[config.mk]
export PLATFORM = sky130hd
export DESIGN_NAME = time_set_ctrl
export DESIGN_NICKNAME = d
export VERILOG_FILES = /design/src/rtl/time_set_ctrl_pkg.sv /design/src/rtl/time_set_ctrl_btn_debounce.sv /design/src/rtl/time_set_ctrl.sv
export SDC_FILE = /design/constraint.sdc
export NUM_CORES = 1
export LEC_CHECK = 0
export BUFFER_PORTS_ARGS = -buffer_cell sky130_fd_sc_hd__buf_2
export CORE_AREA = 10 10 175 177
export DETAILED_ROUTE_END_ITERATION = 7
export DIE_AREA = 0 0 185 187
export PLACE_DENSITY = 0.66
export SYNTH_ARGS = -nofsm -noshare
export SYNTH_HDL_FRONTEND = slang
export SYNTH_SLANG_ARGS = --single-unit
[constraint.sdc]
create_clock -name clk -period 13.8 [get_ports clk]
set_clock_uncertainty 0.15 [all_clocks]
set_input_delay 2.76 -clock clk [delete_from_list [all_inputs] [get_ports clk]]
set_output_delay 2.76 -clock clk [all_outputs]
set_load 0.02 [all_outputs]
[src/rtl/time_set_ctrl_pkg.sv]
// Shared definitions for the date/time setting controller: mode and field
// encodings, reset defaults and calendar helpers.
package time_set_ctrl_pkg;

    typedef enum logic [3:0] {
        MODE_RUN   = 4'd0,
        MODE_DATE  = 4'd1,
        MODE_TIME  = 4'd2,
        MODE_ALARM = 4'd3
    } mode_e;

    localparam logic [1:0] FLD_YEAR  = 2'd0;
    localparam logic [1:0] FLD_MONTH = 2'd1;
    localparam logic [1:0] FLD_DAY   = 2'd2;
    localparam logic [1:0] FLD_WEEK  = 2'd3;
    localparam logic [1:0] FLD_HOUR  = 2'd0;
    localparam logic [1:0] FLD_MIN   = 2'd1;
    localparam logic [1:0] FLD_SEC   = 2'd2;

    localparam logic [1:0] DATE_FLD_LAST = 2'd3;
    localparam logic [1:0] TIME_FLD_LAST = 2'd2;

    localparam logic [14:0] RST_YEAR  = 15'd2000;
    localparam logic [3:0]  RST_MONTH = 4'd1;
    localparam logic [4:0]  RST_DAY   = 5'd1;
    localparam logic [3:0]  RST_WEEK  = 4'd6;
    localparam logic [5:0]  RST_HOUR  = 6'd0;
    localparam logic [5:0]  RST_MIN   = 6'd0;
    localparam logic [5:0]  RST_SEC   = 6'd0;

    function automatic logic is_leap(input logic [14:0] year);
        return ((year % 15'd4) == 15'd0) &&
               (((year % 15'd100) != 15'd0) || ((year % 15'd400) == 15'd0));
    endfunction

    function automatic logic [4:0] days_in_month(input logic [14:0] year,
                                                 input logic [3:0]  month);
        logic [4:0] dim;
        case (month)
            4'd2:    dim = is_leap(year) ? 5'd29 : 5'd28;
            4'd4,
            4'd6,
            4'd9,
            4'd11:   dim = 5'd30;
            default: dim = 5'd31;
        endcase
        return dim;
    endfunction

endpackage

[src/rtl/time_set_ctrl_btn_debounce.sv]
// Push-button conditioner: two-flop synchroniser, level debouncer and a
// single-cycle press pulse on each accepted rising edge.
module btn_debounce #(
    parameter int DEBOUNCE_CYCLES = 1000000
) (
    input  logic clk,
    input  logic rst,
    input  logic btn,
    output logic press
);

    localparam int CW = (DEBOUNCE_CYCLES > 1) ? $clog2(DEBOUNCE_CYCLES) : 1;
    localparam logic [CW-1:0] CNT_LAST = CW'(DEBOUNCE_CYCLES - 1);

    logic          sync1_q;
    logic          sync2_q;
    logic          level_q;
    logic          level_d;
    logic          level_prev_q;
    logic [CW-1:0] cnt_q;
    logic [CW-1:0] cnt_d;
    logic          press_q;
    logic          press_d;

    // Count consecutive disagreeing cycles; accept the new level on the last one.
    always_comb begin
        level_d = level_q;
        cnt_d   = cnt_q;
        if (sync2_q != level_q) begin
            if (cnt_q == CNT_LAST) begin
                level_d = sync2_q;
                cnt_d   = '0;
            end else begin
                cnt_d = cnt_q + CW'(1);
            end
        end else begin
            cnt_d = '0;
        end
        press_d = level_q & ~level_prev_q;
    end

    // Synchroniser, debounce state and press pulse registers.
    always_ff @(posedge clk or posedge rst) begin
        if (rst) begin
            sync1_q      <= 1'b0;
            sync2_q      <= 1'b0;
            level_q      <= 1'b0;
            level_prev_q <= 1'b0;
            cnt_q        <= '0;
            press_q      <= 1'b0;
        end else begin
            sync1_q      <= btn;
            sync2_q      <= sync1_q;
            level_q      <= level_d;
            level_prev_q <= level_q;
            cnt_q        <= cnt_d;
            press_q      <= press_d;
        end
    end

    assign press = press_q;

endmodule

[src/rtl/time_set_ctrl.sv]
// Five-button date/time setting controller: mode FSM, field selection and
// wrapping value arithmetic with day clamping on month/year edits.
module time_set_ctrl
    import time_set_ctrl_pkg::*;
#(
    parameter int DEBOUNCE_CYCLES = 1000000,
    parameter int YEAR_MAX        = 9999
) (
    input  logic        clk,
    input  logic        rst,
    input  logic        up,
    input  logic        down,
    input  logic        left,
    input  logic        right,
    input  logic        middle,
    output logic [3:0]  mode,
    output logic [14:0] year_d,
    output logic [3:0]  month_d,
    output logic [4:0]  day_d,
    output logic [5:0]  hour_d,
    output logic [5:0]  min_d,
    output logic [5:0]  sec_d,
    output logic [3:0]  week_s,
    output logic [1:0]  field,
    output logic        set_active
);

    localparam logic [14:0] YR_MAX = 15'(YEAR_MAX);

    logic up_p, down_p, left_p, right_p, mid_p;
    logic up_v, dn_v, lf_v, rt_v;

    mode_e       mode_q, mode_d;
    logic [1:0]  field_q, field_d;
    logic [1:0]  fld_last_s;
    logic [14:0] yr_q, yr_d;
    logic [3:0]  mon_q, mon_d;
    logic [4:0]  day_q, day_nx;
    logic [3:0]  wk_q, wk_d;
    logic [5:0]  hr_q, hr_d;
    logic [5:0]  mn_q, mn_d;
    logic [5:0]  sc_q, sc_d;
    logic        act_q, act_d;
    logic [4:0]  dim_s;
    logic [4:0]  new_dim_s;

    btn_debounce #(.DEBOUNCE_CYCLES(DEBOUNCE_CYCLES)) u_db_up
        (.clk(clk), .rst(rst), .btn(up),     .press(up_p));
    btn_debounce #(.DEBOUNCE_CYCLES(DEBOUNCE_CYCLES)) u_db_down
        (.clk(clk), .rst(rst), .btn(down),   .press(down_p));
    btn_debounce #(.DEBOUNCE_CYCLES(DEBOUNCE_CYCLES)) u_db_left
        (.clk(clk), .rst(rst), .btn(left),   .press(left_p));
    btn_debounce #(.DEBOUNCE_CYCLES(DEBOUNCE_CYCLES)) u_db_right
        (.clk(clk), .rst(rst), .btn(right),  .press(right_p));
    btn_debounce #(.DEBOUNCE_CYCLES(DEBOUNCE_CYCLES)) u_db_mid
        (.clk(clk), .rst(rst), .btn(middle), .press(mid_p));

    // Opposing presses in the same cycle cancel each other.
    assign up_v = up_p & ~down_p;
    assign dn_v = down_p & ~up_p;
    assign rt_v = right_p & ~left_p;
    assign lf_v = left_p & ~right_p;

    // Next-state: mode stepping, value edits on the current field, field moves.
    always_comb begin
        mode_d     = mode_q;
        field_d    = field_q;
        yr_d       = yr_q;
        mon_d      = mon_q;
        day_nx     = day_q;
        wk_d       = wk_q;
        hr_d       = hr_q;
        mn_d       = mn_q;
        sc_d       = sc_q;
        dim_s      = days_in_month(yr_q, mon_q);
        new_dim_s  = dim_s;
        fld_last_s = (mode_q == MODE_DATE) ? DATE_FLD_LAST : TIME_FLD_LAST;

        if (mid_p) begin
            case (mode_q)
                MODE_RUN:   mode_d = MODE_DATE;
                MODE_DATE:  mode_d = MODE_TIME;
                MODE_TIME:  mode_d = MODE_ALARM;
                default:    mode_d = MODE_RUN;
            endcase
            field_d = 2'd0;
        end else if ((mode_q == MODE_DATE) || (mode_q == MODE_TIME)) begin
            if (up_v || dn_v) begin
                if (mode_q == MODE_DATE) begin
                    case (field_q)
                        FLD_YEAR:  yr_d = up_v ? ((yr_q == YR_MAX) ? 15'd0 : yr_q + 15'd1)
                                               : ((yr_q == 15'd0) ? YR_MAX : yr_q - 15'd1);
                        FLD_MONTH: mon_d = up_v ? ((mon_q >= 4'd12) ? 4'd1 : mon_q + 4'd1)
                                                : ((mon_q <= 4'd1) ? 4'd12 : mon_q - 4'd1);
                        FLD_DAY:   day_nx = up_v ? ((day_q >= dim_s) ? 5'd1 : day_q + 5'd1)
                                                 : ((day_q <= 5'd1) ? dim_s : day_q - 5'd1);
                        default:   wk_d = up_v ? ((wk_q >= 4'd7) ? 4'd1 : wk_q + 4'd1)
                                               : ((wk_q <= 4'd1) ? 4'd7 : wk_q - 4'd1);
                    endcase
                    // Month or year edits can shrink the month; keep the day legal.
                    new_dim_s = days_in_month(yr_d, mon_d);
                    if (day_nx > new_dim_s) begin
                        day_nx = new_dim_s;
                    end else begin
                        day_nx = day_nx;
                    end
                end else begin
                    case (field_q)
                        FLD_HOUR: hr_d = up_v ? ((hr_q >= 6'd23) ? 6'd0 : hr_q + 6'd1)
                                              : ((hr_q == 6'd0) ? 6'd23 : hr_q - 6'd1);
                        FLD_MIN:  mn_d = up_v ? ((mn_q >= 6'd59) ? 6'd0 : mn_q + 6'd1)
                                              : ((mn_q == 6'd0) ? 6'd59 : mn_q - 6'd1);
                        FLD_SEC:  sc_d = up_v ? ((sc_q >= 6'd59) ? 6'd0 : sc_q + 6'd1)
                                              : ((sc_q == 6'd0) ? 6'd59 : sc_q - 6'd1);
                        default:  sc_d = sc_q;
                    endcase
                end
            end else begin
                yr_d = yr_q;
            end

            if (rt_v) begin
                field_d = (field_q >= fld_last_s) ? 2'd0 : field_q + 2'd1;
            end else if (lf_v) begin
                field_d = (field_q == 2'd0) ? fld_last_s : field_q - 2'd1;
            end else begin
                field_d = field_q;
            end
        end else begin
            mode_d = mode_q;
        end

        act_d = (mode_d == MODE_DATE) || (mode_d == MODE_TIME);
    end

    // Mode FSM and all registered outputs.
    always_ff @(posedge clk or posedge rst) begin
        if (rst) begin
            mode_q  <= MODE_RUN;
            field_q <= 2'd0;
            yr_q    <= RST_YEAR;
            mon_q   <= RST_MONTH;
            day_q   <= RST_DAY;
            wk_q    <= RST_WEEK;
            hr_q    <= RST_HOUR;
            mn_q    <= RST_MIN;
            sc_q    <= RST_SEC;
            act_q   <= 1'b0;
        end else begin
            mode_q  <= mode_d;
            field_q <= field_d;
            yr_q    <= yr_d;
            mon_q   <= mon_d;
            day_q   <= day_nx;
            wk_q    <= wk_d;
            hr_q    <= hr_d;
            mn_q    <= mn_d;
            sc_q    <= sc_d;
            act_q   <= act_d;
        end
    end

    assign mode       = mode_q;
    assign field      = field_q;
    assign year_d     = yr_q;
    assign month_d    = mon_q;
    assign day_d      = day_q;
    assign week_s     = wk_q;
    assign hour_d     = hr_q;
    assign min_d      = mn_q;
    assign sec_d      = sc_q;
    assign set_active = act_q;

endmodule

==> results_dict.tcl <==
set metrics [dict create \
    dr.pass1.iters 5 \
    ys_async_sr_fraction_pct 100 \
    power.leakage_nw 5.96 \
    num_rows 61 \
    yosysMostFrequentCell "nor2_1" \
    synth_seq_cells 178 \
    cts_resized 0 \
    worstPathRequired_ps 13930 \
    synth_cell_types 96 \
    setup_viol 0 \
    yosysWarnings 0 \
    syn_inst 1653 \
    syn_nets 1698 \
    grt_pass1_vias 11728 \
    clockRootBuffer "clkbuf_16" \
    die_y_um 187 \
    synthToLayoutAreaGrowth_pct 7.91 \
    pwr-share-comb_pct 2.1 \
    vdd_drop_max_mv 0.0741 \
    wl_per_cell_um 16.3 \
    drc_errors 0 \
    slowest_stage "clkinv_1" \
    worstMarginPinSlew_ps 1160 \
    switching_share_pct 26.8 \
    synth_area_per_cell_um2 8.09 \
    crit_path_max_fanout 68 \
    die-area_um2 34600 \
    critPathLaunchType "flip-flop" \
    hold_buffers 0 \
    netlist_top_cells_area "dfrtp_1 31%, nor2_1 5.7%, o21ai_0 4.8%, nand2_1 4.1%, a21oi_1 3.8%" \
    syn-cell-area_um2 13400 \
    postRouteWirelength_mm 32.6 \
    postCtsSetupBuffers 0 \
    port_buffers 59 \
    worstHoldPathCells 0 \
    path_class "reg -> reg" \
    nFillCells 2612 \
    synthFlopType "dfrtp_1" \
    dpl.hpwl_mm 22.7 \
    grt_max_degree 103 \
    grt_pass1_wl_mm 56.2 \
    synth_top_family_by_area "simple AND/OR/NAND/NOR gates" \
    cts_buffer_depth 2 \
    final_nets 1694 \
    yosys.area_share.simple_pct 26.8 \
    start_util_pct 48.9 \
    p_sw_mw 0.289 \
    drive_above_1_share_pct 10.0 \
    via_count 12306 \
    cts.clk_slew.worst_paths_ps 90 \
    antenna_left 0 \
    num_antenna_cells 0 \
    synth_mux_area_share_pct 2.70 \
    regArea_um2 4470 \
    clock_latency_ps 440 \
    synthAdderAreaFrac_pct 3.78 \
    clockPowerShare_pct 48.7 \
    yosys-top-cells-count "202 x nor2_1, 168 x dfrtp_1, 146 x nand2_1, 127 x o21ai_0, 102 x a21oi_1" \
    grt_antenna_before_repair 0 \
    critPathMaxStageDelay_ps 910 \
    grtUsageTotal_pct 18.8 \
    max_freq_mhz 95.8 \
    cts_tree "yes" \
    synth_top_area_share_pct 31.4 \
    first_iter_violations 972 \
    power_density_nw_per_um2 74.7 \
    slew_violations 0 \
    yosys.area.top_type "dfrtp_1" \
    cts_htree_levels 4 \
    core-area_um2 27300 \
    io_pins 60 \
    slew_headroom_pct 22.5 \
    synth_compound_area_share_pct 22.8 \
    multi_input_area_um2 8380 \
    synth_edf_count 0 \
    cts_made_buffers 17 \
    min_path_type "reg -> reg" \
    min_period_over_period_pct 75.7 \
    rsz0062_at_grt "false" \
    cts.sinks 178 \
    internal-power_mw 0.789 \
    seq_area_frac_synth_pct 33.4 \
    status "completed" \
    via_per_inst 6.13 \
    critical_path_arrival_ps 10570 \
    die_w_um 185 \
    power_mw 1.08 \
    place_congestion 0.910 \
    reg2regPathDepth 30 \
    period_needed_ps 10440 \
    cap_violations 0 \
    power_frac_seq_pct 49.1 \
    cp-end-kind "flip-flop" \
    synth_xor_area_share_pct 6.55 \
    overflow 0 \
    hold_violations 0 \
    finalSetupTns_ps 0 \
]
-- power by group through the flow --
stage,sequential [mW],clock [mW],combinational (mW)
2_1_floorplan,0.540,0,0.0177
3_3_place_gp,0.540,0,0.0237
3_5_place_dp,0.540,0,0.0240
4_1_cts,0.530,0.537,0.0241
5_1_grt,0.531,0.559,0.0273
6_report,0.530,0.525,0.0229
-- kinds of logic (layout without fill, tap and decap cells) --
group,after synthesis,after routing
AO/OA/AOI/OAI,451,451
XOR/XNOR,100,100
adder cells (fa/ha/maj),41,41
buffers and inverters,132,141
flip-flops,178,178
multiplexers,34,34
AND/OR/NAND/NOR,717,717
-- critical path, delay by kind of cell, from the launching register on --
family,cells,cell delay (ps)
simple gates,9,3700
compound gates,14,3600
buf+inv,3,1490
fa+ha+maj,3,700
flops,1,360
mux,1,230
-- path summary, 6_finish.rpt --
check                                            start                      endpoint  slack (ps)
max in group asynchronous                          rst   u_db_up.cnt_q[13]$_DFF_PP0_        9630
setup / recovery             u_db_down.press$_DFF_PP0_          day_d[1]$_DFFE_PP0P_        3360
setup reg to reg             u_db_down.press$_DFF_PP0_          day_d[1]$_DFFE_PP0P_        3360
hold / removal             u_db_down.sync1_q$_DFF_PP0_   u_db_down.sync2_q$_DFF_PP0_         200
hold reg to reg            u_db_down.sync1_q$_DFF_PP0_   u_db_down.sync2_q$_DFF_PP0_         200
min in group asynchronous                          rst  u_db_mid.cnt_q[18]$_DFF_PP0_        2340
-- final cells by class --
| class | count | share of cell area, % |
|---|---|---|
| Clock buffer | 17 | 2.95 |
| Clock inverter | 15 | 1.53 |
| Inverter | 45 | 1.21 |
| Multi-Input combinational cell | 1343 | 58.1 |
| Sequential cell | 178 | 31.0 |
| Tap cell | 346 | 3.00 |
| Timing Repair Buffer | 64 | 2.31 |
-- routing by layer --
metal  GRT usage (%)  share of wire (%)  vias up
li1                -                  -     6063
met1            24.5                 46     5871
met2            31.0                 48      333
met3            3.24                4.8       39
met4            5.38                1.3        0
met5               0                  0        -
-- registers in the layout (all words and copies together), names as in the netlist, 2 cells and up --
name,cells
sec_d,6
hour_d,6
field,2
month_d,4
min_d,6
u_db_right.cnt_q,20
u_db_mid.cnt_q,20
year_d,15
u_db_down.cnt_q,20
day_d,5
week_s,4
mode,4
u_db_left.cnt_q,20
u_db_up.cnt_q,20
-- stage by stage --
stage	util, %	setup WS (ps)	hold WS, ps	area [µm²]	std cells
finish	52.8	3360	204	14400	2008
CTS	52.8	3540	208	14400	2008
floorplan	-	5000	181	13400	1653
global route	52.8	2410	219	14400	2008
global placement	50.4	3720	184	13800	1976
detailed placement	50.4	3600	186	13800	1976
-- layout by cell type, fill, tap and decap left out, types with 36 or more instances in the layout --
cell type / synthesis / layout
nand2_1: 146 / 146
buf_2: 10 / 59
inv_1: 44 / 43
nor2_1: 202 / 202
xor2_1: 42 / 42
nand3_1: 86 / 86
nor3_1: 50 / 50
dfrtp_1: 168 / 168
ha_1: 38 / 37
or3_1: 36 / 36
o21ai_0: 127 / 127
xnor2_1: 58 / 58
a21oi_1: 102 / 102
No activity file was read; power rests on OpenSTA's default activity.
